==> src/rtl/rsa_modexp_core.sv <==
// RSA modular-exponentiation engine: C = M^E mod N, left-to-right square-and-multiply over a
// bit-serial Blakley multiplier. Define RSA_SKIP_LEADING_ZEROS_EN to skip exponent bits above the MSB 1 of E.
//
// state  | meaning
// IDLE   | ready=1, waiting for in_valid
// WAIT   | one-cycle gap while the registered FIFO output settles
// REDUCE | base = MM(1, M) = M mod N
// SQR    | R = MM(R, R) for exponent bit k
// MUL    | R = MM(R, base) when E[k] = 1
// DONE   | publish R on cipht, pulse valid, raise ready
module rsa_modexp_core #(
  parameter int W      = 32,
  parameter int RD_LAT = 1
) (
  input  logic         hclk,
  input  logic         hresetn,
  input  logic [W-1:0] plaint,
  input  logic         in_valid,
  output logic         ready,
  input  logic [W-1:0] exp_e,
  input  logic [W-1:0] mod_n,
  output logic         valid,
  output logic [W-1:0] cipht
);

  localparam int IW = (W > 1) ? $clog2(W) : 1;

  typedef enum logic [2:0] {S_IDLE, S_WAIT, S_REDUCE, S_SQR, S_MUL, S_DONE} state_t;

  state_t        state_q;
  logic [W-1:0]  m_q, e_q, n_q, base_q, r_q, cipht_q;
  logic [W:0]    p_q, p_d;
  logic [IW-1:0] i_q, k_q, k_start;
  logic          ready_q, valid_q, e_zero;
  logic [W-1:0]  op_a, op_b;

  // One Blakley iteration; p < N on entry so the doubling never loses a bit.
  function automatic logic [W:0] mm_step(input logic [W:0] p, input logic [W-1:0] a,
                                         input logic [W-1:0] n, input logic b_bit);
    logic [W:0] t;
    t = {p[W-1:0], 1'b0};
    if (t >= {1'b0, n}) t = t - {1'b0, n};
    if (b_bit) begin
      t = t + {1'b0, a};
      if (t >= {1'b0, n}) t = t - {1'b0, n};
    end
    return t;
  endfunction

  always_comb begin
    op_a = r_q;
    op_b = r_q;
    case (state_q)
      S_REDUCE: begin op_a = W'(1); op_b = m_q; end
      S_MUL:    op_b = base_q;
      default:  ;
    endcase
    p_d = mm_step(p_q, op_a, n_q, op_b[i_q]);
  end

`ifdef RSA_SKIP_LEADING_ZEROS_EN
  always_comb begin
    k_start = '0;
    e_zero  = (e_q == '0);
    for (int j = 0; j < W; j++) begin
      if (e_q[j]) k_start = IW'(j);
    end
  end
`else
  always_comb begin
    k_start = IW'(W - 1);
    e_zero  = 1'b0;
  end
`endif

  always_ff @(posedge hclk or negedge hresetn) begin
    if (!hresetn) begin
      state_q <= S_IDLE;
      m_q     <= '0;
      e_q     <= '0;
      n_q     <= '0;
      base_q  <= '0;
      r_q     <= '0;
      cipht_q <= '0;
      p_q     <= '0;
      i_q     <= '0;
      k_q     <= '0;
      ready_q <= 1'b1;
      valid_q <= 1'b0;
    end else begin
      valid_q <= 1'b0;
      case (state_q)
        S_IDLE: begin
          if (in_valid && ready_q) begin
            ready_q <= 1'b0;
            e_q     <= exp_e;
            n_q     <= mod_n;
            p_q     <= '0;
            i_q     <= IW'(W - 1);
            if (RD_LAT == 0) begin
              m_q     <= plaint;
              state_q <= S_REDUCE;
            end else begin
              state_q <= S_WAIT;
            end
          end
        end
        S_WAIT: begin
          m_q     <= plaint;
          state_q <= S_REDUCE;
        end
        S_REDUCE: begin
          if (n_q <= W'(1)) begin
            r_q     <= '0;
            state_q <= S_DONE;
          end else if (i_q != '0) begin
            p_q <= p_d;
            i_q <= i_q - 1'b1;
          end else begin
            base_q  <= p_d[W-1:0];
            r_q     <= W'(1);
            p_q     <= '0;
            i_q     <= IW'(W - 1);
            k_q     <= k_start;
            state_q <= e_zero ? S_DONE : S_SQR;
          end
        end
        S_SQR: begin
          if (i_q != '0) begin
            p_q <= p_d;
            i_q <= i_q - 1'b1;
          end else begin
            r_q <= p_d[W-1:0];
            p_q <= '0;
            i_q <= IW'(W - 1);
            if (e_q[k_q]) state_q <= S_MUL;
            else if (k_q == '0) state_q <= S_DONE;
            else k_q <= k_q - 1'b1;
          end
        end
        S_MUL: begin
          if (i_q != '0) begin
            p_q <= p_d;
            i_q <= i_q - 1'b1;
          end else begin
            r_q <= p_d[W-1:0];
            p_q <= '0;
            i_q <= IW'(W - 1);
            if (k_q == '0) begin
              state_q <= S_DONE;
            end else begin
              k_q     <= k_q - 1'b1;
              state_q <= S_SQR;
            end
          end
        end
        S_DONE: begin
          cipht_q <= r_q;
          valid_q <= 1'b1;
          ready_q <= 1'b1;
          state_q <= S_IDLE;
        end
        default: state_q <= S_IDLE;
      endcase
    end
  end

  assign ready = ready_q;
  assign valid = valid_q;
  assign cipht = cipht_q;

endmodule

==> config.mk <==
export PLATFORM = sky130hd
export DESIGN_NAME = rsa_modexp_core
export DESIGN_NICKNAME = d
export VERILOG_FILES = /design/src/rtl/rsa_modexp_core.sv
export SDC_FILE = /design/constraint.sdc
export NUM_CORES = 1
export LEC_CHECK = 0
export CORE_MARGIN = 8
export CORE_UTILIZATION = 60
export CTS_BUF_LIST = sky130_fd_sc_hd__clkbuf_2 sky130_fd_sc_hd__clkbuf_4 sky130_fd_sc_hd__clkbuf_8
export DETAILED_ROUTE_END_ITERATION = 10
export PLACE_DENSITY_LB_ADDON = 0.12
export SLEW_MARGIN = 20
export SYNTH_ARGS = -nofsm -noshare
export SYNTH_HDL_FRONTEND = slang
export SYNTH_SLANG_ARGS = --single-unit
==> constraint.sdc <==
create_clock -name hclk -period 13.3 [get_ports hclk]
set_input_delay 3.99 -clock hclk [delete_from_list [all_inputs] [get_ports hclk]]
set_output_delay 3.99 -clock hclk [all_outputs]
set_load 0.01 [all_outputs]
==> key figures, run 1 <==
Floorplan
  – Die H: approximately 190 µm
  – Rows: 62
  – I/O pin count: 133
  – Initial Util: about three fifths
  – Chip width: 186 µm
  – Die ar.: roughly 0.034 mm²
  – Core Region: 0.0285 mm²

CTS
  – Clock Path Buffers: 3
  – H-tree Lvls: 2
  – Hold buffers post-CTS: 0
  – Total clock sinks: between 200 and 250
  – Setup Buffers After CTS: 0
  – CTS tree: done
  – Worst-skew pair later-pin latency: 590 ps
  – Resize count post-CTS: 0
  – Worst-path clk slew: approximately 70 ps
  – Total CTS buffers: 43
  – Root buffer cell: clkbuf_8

Global routing
  – Largest net degree at the start of global routing: between 100 and 150
  – Global-route wire length before repair: 91,300 µm
  – Antenna violations before repair: 0
  – Vias in the first global route: between 15k and 20k
  – GRT Overall Usage: between 30% and 40%
  – GRT Residual Overflow: 0

Logic synthesis
  – Synth top area cells: dfrtp_1 (35%), mux2_2 (8.7%), ha_1 (7.1%)
  – Register area share after synthesis: about a third
  – Cell taking the most area after synthesis: dfrtp_1
  – Yosys warns: 0
  – Cells after synthesis: 1,829
  – Yosys cell types: 85
  – Post-synth ARST share: between 90% and 100%
  – EDFF count, synth: 0
  – Avg Cell Area, Syn: 9.43 µm²
  – Area share of the largest cell type after synthesis: roughly 35%
  – Most used DFF post-synth: dfrtp_1
  – Syn nets: slightly above 2k
  – Mapped Area: 0.0173 mm²
  – Synth Register Bits: around 240

Timing
  – Setup violators final: 0
  – Final cycle utilization of the critical path: between 60% and 70%
  – Max-slew violations: 0
  – TNS Setup: 0 ps
  – Period minus WS final: just over 9000 ps
  – RSZ-0062 raised after global routing: no
  – Slew headroom: 26.3%
  – Worst slew pin tran: approximately 1100 ps
  – Hold Vio Cnt, Final: 0
  – Peak Freq: roughly 110 MHz
  – Worst Skew: 43.5 ps

Cells and area
  – Nets@finish: between 2k and 2.5k
  – Ratio of cells with drive above 1 in the final layout: between 10% and 20%
  – N_diodes: 0
  – Final core utilization: between 60% and 70%
  – Area growth from synthesis to layout: 15.0%

Setup path
  – Crit Path Class: flop to flop
  – Critical-path maximum fanout: 37
  – Worst Setup End Kind: flop
  – Worst path required time: 13,750 ps
  – Critical-path top delay cell: o21ai_4
  – Critical path launch point type: flop
  – Worst Path Arrival: around 9500 ps
  – Max incr delay on CP: between 800 and 900 ps

Route
  – Wire per inst: roughly 25 µm
  – Via density: 6.79
  – Post-Route WL: between 50,000 and 60,000 µm
  – Residual DRC count: 0
  – Antenna viol nets, final: 0
  – Drt pass-1 iters: 6
  – Vias: roughly 16k
  – 1st-iter DRT viols: ~2k

Place
  – RePlAce Congestion: approximately 1.1
  – I/O Buffers: roughly 130
  – Post-DP HPWL: 44,400 µm

Run status
  – Status: completed

Run
  – Max-cap violation count: 0

Min path
  – Min-Delay Path Class: flop to flop
metrics by stage:
| step | hold WS (ps) | instances | worst slack (ps) | instance area [µm²] |
|---|---|---|---|---|
| final | 486 | 2348 | 4210 | 19800 |
| after CTS | 488 | 2348 | 4450 | 19800 |
| after global placement | 465 | 2273 | 4580 | 18900 |
| after global routing | 508 | 2348 | 3710 | 19800 |
| after floorplan | 450 | 1829 | 6520 | 17300 |
| after detailed placement | 473 | 2273 | 4550 | 18900 |
area by class of cell:
type	instances	area (µm²)
Timing Repair Buffer	150	1460
Clock inverter	13	178
Inverter	83	312
Multi-Input combinational cell	1417	10600
Fill cell	2252	8710
Sequential cell	239	5980
Tap cell	384	480
Clock buffer	62	785
final timing paths:
kind,from,to,slack [ps],depth (start not counted)
setup / recovery,p_q[19],base_q[29],4210,25
hold / removal,base_q[18],base_q[18],490,2
setup reg to reg,p_q[19],base_q[29],4210,25
hold reg to reg,base_q[18],base_q[18],490,2
max in group asynchronous,hresetn,n_q[29],7610,3
min in group asynchronous,hresetn,m_q[11],3420,1
worst max-delay path, delay by kind of cell (launching register included):
family,cells,cell delay (ps)
AO/OA/AOI/OAI,13,4630
AND/OR/NAND/NOR,6,1640
adder cells (fa/ha/maj),3,1420
flip-flops,1,440
multiplexers,1,370
XOR/XNOR,1,210
buffers and inverters,1,200
registers in the layout (all words and copies together) (netlist names), 5 cells and up:
name / count
m_q: 32
k_q: 5
e_q: 32
r_q: 32
p_q: 32
i_q: 5
cipht: 32
n_q: 32
base_q: 32
cell usage in the layout, fill, tap and decap left out, drive strengths merged, types with 36 or more instances in the layout:
| cell type | Yosys | routed |
|---|---|---|
| dfrtp | 238 | 238 |
| nand2 | 155 | 155 |
| mux2 | 140 | 140 |
| clkdlybuf4s50 | 0 | 131 |
| a21oi | 118 | 118 |
| nor2 | 105 | 105 |
| ha | 98 | 98 |
| o21ai | 97 | 97 |
| inv | 82 | 84 |
| clkbuf | 56 | 62 |
| xnor2 | 47 | 47 |
| nor2b | 43 | 43 |
| nand3 | 42 | 42 |
| nor3 | 36 | 36 |
layer usage:
layer | share of wire (%) | GRT usage [%]
met2 | 45 | 53.5
met1 | 40 | 46.3
met3 | 11 | 6.71
met5 | 0 | 0
met4 | 3.9 | 13.1
cell usage after synthesis (8+ instances only):
master    count
a211oi_1     15
a21boi_0      9
a21o_1       33
a21oi_1     118
a221o_1      25
a221oi_1     24
a22o_1        8
a22oi_1      21
a31o_2       12
a31oi_1      21
a32o_1       14
and2_1       20
and3_1       10
buf_2        24
clkbuf_1     56
dfrtp_1     238
ha_1         98
inv_1        82
mux2_2      133
mux2i_1      25
mux4_2       18
nand2_1     155
nand2b_1     23
nand3_1      42
nand4_1      20
nor2_1      105
nor2b_1      43
nor3_1       36
nor4_1       16
o211ai_1     28
o21a_1       19
o21ai_0      83
o21ai_1      12
o21bai_1     12
o221ai_1      9
or3_1        16
xnor2_1      47
xor2_1       31
cells by family after synthesis:
logic type                 count (synthesis)  share of synthesized area, %
AOI/OAI and AO/OA                        546                          22.4
and+or+nand+nor                          509                          14.4
DFF                                      239                          34.7
muxes                                    183                          13.1
buffers and inverters                    173                          4.02
adders and majority gates                101                          7.45
xor gates and xnor gates                  78                          3.96
Power of run 1 is not shown: default switching activity piles up to over one toggle a cycle in this logic, so the estimate is an artifact.
==> inputs of run 2 (changes only) <==
--- a/config.mk
+++ b/config.mk
@@ -6,7 +6,7 @@
 export NUM_CORES = 1
 export LEC_CHECK = 0
 export CORE_MARGIN = 8
-export CORE_UTILIZATION = 60
+export CORE_UTILIZATION = 56
 export CTS_BUF_LIST = sky130_fd_sc_hd__clkbuf_2 sky130_fd_sc_hd__clkbuf_4 sky130_fd_sc_hd__clkbuf_8
 export DETAILED_ROUTE_END_ITERATION = 10
 export PLACE_DENSITY_LB_ADDON = 0.12
==> constraint.sdc (replaced) <==
create_clock -name hclk -period 7.4 [get_ports hclk]
set_input_delay 2.22 -clock hclk [delete_from_list [all_inputs] [get_ports hclk]]
set_output_delay 2.22 -clock hclk [all_outputs]
set_load 0.01 [all_outputs]
==> key figures, run 2 (synthesis results as in run 1) <==
Setup path
  – Critical-path top delay cell: dfrtp_1 (was o21ai_4)
  – Worst Path Arrival: 7660 ps (was 9540 ps)
  – Worst Setup End Kind: flop (unchanged)
  – Critical path launch point type: flop (unchanged)
  – Critical path's most frequent cell: buf_4
  – Max incr delay on CP: 480 ps (was 850 ps)
  – R2R setup slack: 200 ps (was 4210 ps)
  – Worst path required time: 7860 ps (was 13,750 ps)
  – Critical-path maximum fanout: 8 (was 37)
  – Crit Path Class: flop to flop (unchanged)

Global routing
  – GRT Residual Overflow: 0 (unchanged)
  – GRT Overall Usage: 36.3% (was 34.1%)
  – Global-route wire length before repair: 103,000 µm (was 91,300 µm)
  – Largest net degree at the start of global routing: 135 (was 114)
  – Vias in the first global route: 17.7k (was 15.8k)
  – Antenna violations before repair: 1 (was 0)

Route
  – Drt pass-1 iters: 6 (unchanged)
  – Antenna viol nets, final: 0 (unchanged)
  – Vias: 17.9k (was 16.0k)
  – Wire per inst: 24.4 µm (was 25.1 µm)
  – Residual DRC count: 0 (unchanged)
  – Post-Route WL: 67,700 µm (was 59,000 µm)
  – Via density: 6.46 (was 6.79)
  – 1st-iter DRT viols: 2,281 (was 1,999)

CTS
  – CTS tree: done (unchanged)
  – H-tree Lvls: 2 (unchanged)
  – Root buffer cell: clkbuf_8 (unchanged)
  – Clock Path Buffers: 3 (unchanged)
  – Worst-skew pair later-pin latency: 600 ps (was 590 ps)
  – Worst-path clk slew: 60 ps (was 70 ps)
  – Total CTS buffers: 41 (was 43)
  – Total clock sinks: 239 (unchanged)

Timing
  – Peak Freq: 139 MHz (was 110 MHz)
  – Period minus WS final: 7200 ps (was 9090 ps)
  – Max-slew violations: 0 (unchanged)
  – Slew headroom: 21.1% (was 26.3%)
  – Worst Skew: 41.3 ps (was 43.5 ps)
  – Setup violators final: 0 (unchanged)
  – Worst slew pin tran: 1180 ps (was 1100 ps)
  – Final cycle utilization of the critical path: 97.3% (was 68.4%)
  – Hold Vio Cnt, Final: 0 (unchanged)

Floorplan
  – I/O pin count: 133 (unchanged)
  – Die ar.: 0.0367 mm² (was 0.0344 mm²)
  – Chip width: 192 µm (was 186 µm)
  – Initial Util: 56.7% (was 60.4%)
  – Rows: 64 (was 62)
  – Die H: 192 µm (was 186 µm)
  – Core Region: 0.0304 mm² (was 0.0285 mm²)

Place
  – I/O Buffers: 132 (unchanged)
  – Post-DP HPWL: 51,400 µm (was 44,400 µm)
  – Placed cell count: 2,681 (was 2,273)
  – RePlAce Congestion: 1.05 (was 1.09)

Cells and area
  – Final std cells w/o fill: 2,770 (was 2,348)
  – Nets@finish: 2,545 (was 2,134)
  – Ratio of cells with drive above 1 in the final layout: 31.8% (was 15.1%)
  – Most frequent cells in the layout: buf_4 (422), dfrtp_1 (235), nand2_1 (152) (was dfrtp_1 (238), nand2_1 (155), mux2_2 (133))
  – Area growth from synthesis to layout: 34.4% (was 15.0%)
  – Commonest non-fill, non-tap cell in the layout: buf_4 (was dfrtp_1)
  – Fill cells: 2,115 (was 2,252)
  – N_diodes: 0 (unchanged)

Min path
  – Min-Delay Path Class: flop to flop (unchanged)

Run
  – Max-cap violation count: 0 (unchanged)

Run status
  – Status: completed (unchanged)
-- run 2: changes by cell type in the layout (fill, tap and decap cells not counted), sizes merged --
cell      before  now
clkbuf        62   56
clkinv         6   13
clkinvlp       2    0
bufinv         4    2
buf           19  432
-- run 2: cell type report --
cell class / count / area, µm² / area share, %
multi-input combinational: 1417 / 10900 / 47.0
sequential: 239 / 5990 / 25.8
timing repair buffer: 563 / 4630 / 20.0
clock buffer: 56 / 721 / 3.11
tap: 396 / 495 / 2.14
inverter: 83 / 312 / 1.34
clock inverter: 16 / 151 / 0.653
-- run 2: final timing paths --
kind / start / cells after the start / end
max: p_q[7] / 33 / r_q[10]
min: base_q[9] / 2 / base_q[9]
max reg2reg: p_q[7] / 33 / r_q[10]
min reg2reg: base_q[9] / 2 / base_q[9]
max in group asynchronous: hresetn / 2 / p_q[29]
min in group asynchronous: hresetn / 1 / cipht[13]
-- run 2: layer usage --
metal / up-vias / track usage [%] / routed length (µm)
met5: - / 0 / 13
met4: 2 / 15.0 / 3250
li1: 7908 / - / -
met3: 240 / 7.21 / 7670
met1: 8547 / 47.9 / 26400
met2: 1196 / 57.6 / 30300
-- run 2: timing repair --
item,in CTS,in global routing
pin swaps,4,26
gates resized for setup,9,63
endpoints found under the setup margin,96,96
hold buffers,0,0
setup buffers,6,11
-- run 2: critical path: cells and delay by family, from the launching register on --
kind | cells | cell delay [ps]
AOI/OAI and AO/OA | 17 | 3500
xor gates and xnor gates | 1 | 330
adders and majority gates | 3 | 990
buffers and inverters | 7 | 1060
DFF | 1 | 480
and+or+nand+nor | 5 | 720
-- run 2: metrics by stage --
stage                     hold slack (ps)  TNS (ps)  cell area [µm²]  utilization, %  setup slack [ps]
after floorplan                       450         0            17300               -               625
after global placement                464    -20210            21900            72.0              -395
after detailed placement              484    -23420            21900            72.0              -458
after CTS                             499         0            22900            75.2              24.0
after global routing                  520     -1070            23200            76.2             -81.5
final                                 492         0            23200            76.2               200
Power of run 2 is left out for the same reason.
